==> src/rtl/rx_control_module.sv <==
// UART receive controller: sequences one start/data/[parity]/stop frame per start edge.
// Optional parity checking is enabled by defining RX_PARITY_EN.
module rx_control_module #(
  parameter int CLK_FREQ   = 50000000,
  parameter int BAUD       = 115200,
  parameter int DATA_BITS  = 8,
  parameter int PARITY_ODD = 0
) (
  input  logic                 CLOCK,
  input  logic                 RST_n,
  input  logic                 H2L_Sig,
  input  logic                 RX_Pin_In,
  input  logic                 RX_En_Sig,
  output logic [DATA_BITS-1:0] RX_Data,
  output logic                 RX_Done_Sig,
  output logic                 Frame_Err,
  output logic                 Parity_Err,
  output logic                 Busy
);

  localparam int BIT_CYC = CLK_FREQ / BAUD;
  localparam int HALF    = BIT_CYC / 2;
  localparam int CW      = $clog2(BIT_CYC);
  localparam int IW      = $clog2(DATA_BITS + 1);

  // START enters with the counter at 0 in cycle t=1, so its sample fires at HALF-1.
  localparam logic [CW-1:0] CNT_START = CW'(HALF - 1);
  localparam logic [CW-1:0] CNT_LAST  = CW'(BIT_CYC - 1);
  localparam logic [IW-1:0] IDX_LAST  = IW'(DATA_BITS - 1);

  localparam logic [2:0] S_IDLE   = 3'd0;
  localparam logic [2:0] S_START  = 3'd1;
  localparam logic [2:0] S_DATA   = 3'd2;
  localparam logic [2:0] S_PARITY = 3'd3;
  localparam logic [2:0] S_STOP   = 3'd4;
  localparam logic [2:0] S_DONE   = 3'd5;

  logic [2:0]           r_state;
  logic [CW-1:0]        r_cnt;
  logic [IW-1:0]        r_idx;
  logic [DATA_BITS-1:0] r_shift;
  logic                 r_par_bad;
  logic                 r_done;
  logic                 r_ferr;
  logic                 r_perr;

  logic                 w_tick;
  logic                 w_par_exp;
  logic [DATA_BITS-1:0] w_shift_nxt;

  always_comb begin
    w_tick = 1'b0;
    if (r_state == S_START)
      w_tick = (r_cnt == CNT_START);
    else if (r_state != S_IDLE)
      w_tick = (r_cnt == CNT_LAST);
  end

  always_comb begin
    w_shift_nxt = r_shift;
    for (int i = 0; i < DATA_BITS; i++) begin
      if (r_idx == IW'(i))
        w_shift_nxt[i] = RX_Pin_In;
    end
  end

  assign w_par_exp = (^r_shift) ^ PARITY_ODD[0];

  always_ff @(posedge CLOCK or negedge RST_n) begin
    if (!RST_n) begin
      r_state   <= S_IDLE;
      r_cnt     <= '0;
      r_idx     <= '0;
      r_shift   <= '0;
      r_par_bad <= 1'b0;
      r_done    <= 1'b0;
      r_ferr    <= 1'b0;
      r_perr    <= 1'b0;
      RX_Data   <= '0;
    end else begin
      r_done <= 1'b0;
      r_ferr <= 1'b0;
      r_perr <= 1'b0;

      if (r_state == S_IDLE || w_tick)
        r_cnt <= '0;
      else
        r_cnt <= r_cnt + 1'b1;

      case (r_state)
        S_IDLE: begin
          if (H2L_Sig && RX_En_Sig) begin
            r_state   <= S_START;
            r_idx     <= '0;
            r_par_bad <= 1'b0;
          end
        end
        S_START: begin
          if (w_tick)
            r_state <= RX_Pin_In ? S_IDLE : S_DATA;
        end
        S_DATA: begin
          if (w_tick) begin
            r_shift <= w_shift_nxt;
            if (r_idx == IDX_LAST) begin
`ifdef RX_PARITY_EN
              r_state <= S_PARITY;
`else
              r_state <= S_STOP;
`endif
            end else begin
              r_idx <= r_idx + 1'b1;
            end
          end
        end
        S_PARITY: begin
          if (w_tick) begin
            r_par_bad <= (RX_Pin_In != w_par_exp);
            r_state   <= S_STOP;
          end
        end
        S_STOP: begin
          if (w_tick) begin
            // A parity failure still reports a bad stop bit alongside it.
            if (r_par_bad) begin
              r_perr  <= 1'b1;
              r_ferr  <= ~RX_Pin_In;
              r_state <= S_IDLE;
            end else if (!RX_Pin_In) begin
              r_ferr  <= 1'b1;
              r_state <= S_IDLE;
            end else begin
              RX_Data <= r_shift;
              r_done  <= 1'b1;
              r_state <= S_DONE;
            end
          end
        end
        S_DONE:  r_state <= S_IDLE;
        default: r_state <= S_IDLE;
      endcase
    end
  end

  assign RX_Done_Sig = r_done;
  assign Frame_Err   = r_ferr;
  assign Parity_Err  = r_perr;
  assign Busy        = (r_state != S_IDLE);

endmodule

==> config.mk <==
export PLATFORM = sky130hd
export DESIGN_NAME = rx_control_module
export DESIGN_NICKNAME = d
export VERILOG_FILES = /design/src/rtl/rx_control_module.sv
export SDC_FILE = /design/constraint.sdc
export NUM_CORES = 1
export LEC_CHECK = 0
export ABC_AREA = 1
export CORE_UTILIZATION = 50
export CTS_BUF_LIST = sky130_fd_sc_hd__clkbuf_4 sky130_fd_sc_hd__clkbuf_8 sky130_fd_sc_hd__clkbuf_16
export DETAILED_ROUTE_END_ITERATION = 10
export PLACE_DENSITY = 0.7
export SYNTH_ARGS = -nofsm -noshare
export SYNTH_HDL_FRONTEND = slang
export SYNTH_SLANG_ARGS = --single-unit
export TNS_END_PERCENT = 20
==> constraint.sdc <==
create_clock -name CLOCK -period 1.6 [get_ports CLOCK]
set_input_delay 0.48 -clock CLOCK [delete_from_list [all_inputs] [get_ports CLOCK]]
set_output_delay 0.48 -clock CLOCK [all_outputs]
set_load 0.03 [all_outputs]
== Word-level counts from Yosys, hierarchy flattened ==
Index checks and enable logic that the tools add are counted.
Cells by class
  $add $sub $neg: 2
  equality and inequality tests: 21
  multiplexer cells: 31
  bitwise gates (word level): 2
  reductions and logical operators: 20
Operator list (count)
  AND reduction 3 bit: 9
  two-way mux 3 bit: 8
  == test 4 x 3 -> 1 bit (second input constant): 4
  two-way mux 1 bit: 15
  one-hot mux 3 bit (5 select lines): 1
  two-way mux 4 bit: 3
  inequality test 2 bit (second input constant): 6
  adder 9 x 1 -> 9 bit (second input constant): 1
  == test 9 x 8 -> 1 bit (second input constant): 1
  == test 9 bit (second input constant): 1
  two-way mux 9 bit: 1
  == test 4 x 2 -> 1 bit (second input constant): 2
  one-hot mux 4 bit (2 select lines): 1
  AND reduction 4 bit: 2
  parity 8 bit: 1
  == test 3 x 2 -> 1 bit (second input constant): 2
  AND reduction 6 bit: 1
  adder 4 x 1 -> 4 bit (second input constant): 1
  == test 4 x 1 -> 1 bit (second input constant): 1
  zero test 4 bit: 1
  nonzero test 2 bit: 2
  == test 3 x 1 -> 1 bit (second input constant): 1
  == test 3 bit (second input constant): 1
  zero test 3 bit: 1
  8 further kinds: 9
Word-level totals
  register bits: 36
  bits of input ports: 5
  output and inout bits: 12
  logic and storage cells: 92

== Depth between registers and ports, before layout ==
  depth in word-level cells: 5
  mapped depth: 11
  depth with buffers taken out: 11

== Least setup slack after synthesis ==
OpenSTA, ideal clock, no wires.
  path kind: register -> register
  start: reg r_cnt[0]
  end: reg RX_Data[5]
  setup time: 0.118 ns
  arrival: 1.335 ns
  required time: 1.482 ns
  slack: 0.147 ns
  cell stages (with the launch flop): 11
  path buffers: 1
  clock period less this slack: 1.453 ns
  cells stage by stage: dfrtp_1 -> inv_1 -> ha_1 -> nand2_1 -> nor3_2 -> nand3_2 -> nand2_2 -> nand2_2 -> buf_6 -> nand2_2 -> o21ai_2
On the way
  word-level cells in the longest chain between the ends: 4
  elaborated cells on any way between the ends: 5
  those cells by class: eq/ne (2); mux (2); reduce/logical (1)
Ends and longest elaborated chain
  from (decl): line 39  | logic [CW-1:0] r_cnt;
  from (signal assigned): line 88  | r_cnt <= r_cnt + 1'b1;
  == test 9 bit: line 56  | w_tick = (r_cnt == CNT_LAST);
  two-way mux 1 bit: line 55  | else if (r_state != S_IDLE)
  two-way mux 1 bit (*): line 53  | if (r_state == S_START)
  AND reduction 4 bit (no line) (*)
  to (signal assigned): line 133  | RX_Data <= r_shift;
  to (decl): line 14  | output logic [DATA_BITS-1:0] RX_Data,
Mark *: on every way between the ends. The rest lies on a longest branch, timed or not.
A chain may end at the register's enable or synchronous reset.

== Final worst setup path ==
  start: reg r_cnt[0]
  end: reg r_state[2]
On the way
  word-level cells in the longest chain between the ends: 5
  elaborated cells on any way between the ends: 9
  those cells by class: eq/ne (6); mux (2); reduce/logical (1)
Ends and longest elaborated chain
  == test 9 bit: line 56
  two-way mux 1 bit: line 55
  two-way mux 1 bit (*): line 53
  inequality test 2 bit (no line)
  AND reduction 6 bit (no line) (*)
  to (signal assigned): line 100  | r_state <= RX_Pin_In ? S_IDLE : S_DATA;
  to (decl): line 38  | logic [2:0] r_state;
Marks and branches as above.

==> flow_summary.ini <==
[status]
status = finished with violations
violations = setup timing

[sta]
finalSetupViolations = 22
fin_crit_sh_pct = 106
hold_viol = 0
drv_slew = 0
clock.fmax_mhz = 588
rsz0062_at_grt = yes
fin_worst_skew_ps = 9.93
holdWs_ps = 135
worst_pin_slew_ps = 308
fin_ws_ps = -101
slew_headroom_pct = 79.5
fin_crit_ps = 1700

[global_route]
top_usage_layer = met2
antenna_found_initial = 0
grt-ovfl-total = 0
globalRouteMet2Util_pct = 30.1
met1_usage_pct = 27.7
first_global_vias = 1533
grt_max_degree = 37
grt.met3_usage_pct = 4.14
grtUsageTotal_pct = 20.2
grt_pass1_wl_um = 6560

[cts]
postCtsHoldBufs = 0
clock-sinks = 36
cts_tree = done
cts_max_path_buffers = 2
clk_latency_ps = 290
numCtsBuffers = 5
cts.clk_slew.worst_paths_ps = 80
cts-root-buf = clkbuf_8
cts_max_level = 2

[final_layout]
multiInputGateArea_mm2 = 0.00112
seqCellArea_um2 = 901
finalInstanceArea_mm2 = 0.00273
final_cell_mix = nand2_1, dfrtp_1, inv_1
layout_commonest_cell = nand2_1
final_cells = 359
fin_nets = 322
n_antenna_cell = 0
area_growth_pct = 33.1
drive_gt1_share_pct = 28.3
fill_cells = 296

[synthesis]
synth-seq-cells = 36
synth.avg_cell_area_um2 = 7.78
syn_nets = 275
synth_compound_area_share_pct = 7.76
synth-adder-area-share_pct = 4.28
ys.warnings.count = 0
synth_top_family_by_area = simple AND/OR/NAND/NOR gates
syn_inst = 263
synth_simple_gate_area_share_pct = 32.9
yosysUniqueCellTypes = 27
synthMuxAreaShare_pct = 0
synthXorXnorAreaFrac_pct = 2.57
ys_seq_area_share_pct = 44.0
synth.cell_area_mm2 = 0.00205

[floorplan]
core_mm2 = 0.00380
die_y_um = 66.0
ios = 17
die-area_mm2 = 0.00435
rows = 22
initial_core_util_pct = 53.9
fp.dieW_um = 66.0

[setup_path]
crit_family = simple AND/OR/NAND/NOR gates
crit_path_max_fanout = 4
crit_required_ps = 1760
start_kind = flip-flop
end_kind = flip-flop
arrival_ps = 1860
path_buf_inv = 3
cpMostUsedCell = nand2_4
worstPathCellList = inv_2, ha_4, nand2_4, nor3_4, nand3_2, nand2_4, inv_1, buf_4, nand2_1, o21ai_1
cpPeakStageDelay_ps = 410
slowest_stage = dfrtp_1
crit_type = reg2reg

[power]
peakVddDrop_v = 0.00100
p_leak_nw = 1.40
powerDensity_mw_per_mm2 = 1110

[routing]
finalWirelength_um = 4410
avgViaCountPerCell = 4.91
post-route-drc-count = 0
drt-pass1-iter-count = 4
vias = 1761
drt_iter0_drc = 97
ant_nets = 0
avgRoutedWirePerCell_um = 12.3

[place]
dpl_cell_area_mm2 = 0.00238
placedCellCount = 342
place_hpwl_um = 2850
gp_congestion = 0.838
io_buffers = 16

[job]
maxCapViolCount = 0

[hold_path]
hp-class = in2async
[worst register-to-register path: cells and delay by family, from the launching register on]
kind / cells / cell delay, ps
AO/OA/AOI/OAI: 1 / 80
adder cells (fa/ha/maj): 1 / 140
buffers and inverters: 3 / 330
flip-flops: 1 / 410
AND/OR/NAND/NOR: 5 / 610
[state kept, by name, summed over array words and instances, names as in the netlist]
| register | count |
|---|---|
| r_cnt | 9 |
| Parity_Err | 1 |
| r_idx | 4 |
| RX_Done_Sig | 1 |
| r_state | 3 |
| RX_Data | 8 |
| Frame_Err | 1 |
| r_shift | 8 |
| r_par_bad | 1 |
[synth_stat cells, drive strengths merged]
master	count	area share, %
a21oi	3	1.1
buf	3	1.7
dfrtp	36	44
ha	7	4.3
inv	37	6.8
nand2	84	17
nand3	24	6.6
nand4	2	0.61
nor2	33	6.9
nor3	3	1.2
nor3b	1	0.37
o21ai	20	6.0
o22ai	1	0.31
o31ai	1	0.37
or2	2	0.61
xnor2	2	0.86
xor2	4	1.7
[per-stage QoR]
step	TNS, ps	setup WS [ps]	power [mW]	util (%)
after CTS	-1250	-108	2.80	65.2
after detailed placement	-2740	-272	1.99	62.5
after floorplan	0	147	1.63	-
after global routing	-4100	-189	3.18	71.7
final	-1060	-101	3.02	71.7
after global placement	-2260	-220	1.98	62.5
[what timing repair did]
item / CTS / global route
endpoints found under the setup margin: 39 / 32
buffers inserted: 0 / 7
pin swaps: 0 / 5
cloned: 0 / 2
resized for setup: 15 / 37
[kinds of logic after synthesis]
family,count (synthesis)
buffers and inverters,40
and+or+nand+nor,149
DFF,36
adders and majority gates,7
AOI/OAI and AO/OA,25
xor gates and xnor gates,6
[final cells by class]
cell class,instances,area share [%]
flip-flops and latches,36,33.1
multi-input cells,188,41.1
repair buffers,42,14.3
clock inverters,2,1.29
inverters,37,5.19
clock buffers,6,2.80
well taps,48,2.20
[final timing paths]
check / start / end / slack (ps) / depth (start not counted)
setup / recovery: r_cnt[0] / r_state[2] / -100 / 10
hold / removal: RST_n / r_cnt[0] / 140 / 2
setup reg to reg: r_cnt[0] / r_state[2] / -100 / 10
hold reg to reg: RX_Data[5] / RX_Data[5] / 480 / 2
max in group asynchronous: RST_n / r_state[0] / 1280 / 2
min in group CLOCK: RX_Data[5] / RX_Data[5] / 480 / 2
[power breakdown]
group / internal [mW] / total [mW] / switching [mW]
Sequential: 0.983 / 1.04 / 0.0564
Combinational: 0.493 / 1.17 / 0.680
Clock: 0.479 / 0.804 / 0.325
Total: 1.95 / 3.02 / 1.06
[layer usage]
layer | wire length [µm] | vias up
li1 | - | 915
met1 | 2100 | 794
met2 | 2010 | 39
met3 | 177 | 13
met4 | 123 | 0
met5 | 0 | -
(Power assumes the default switching activity.)
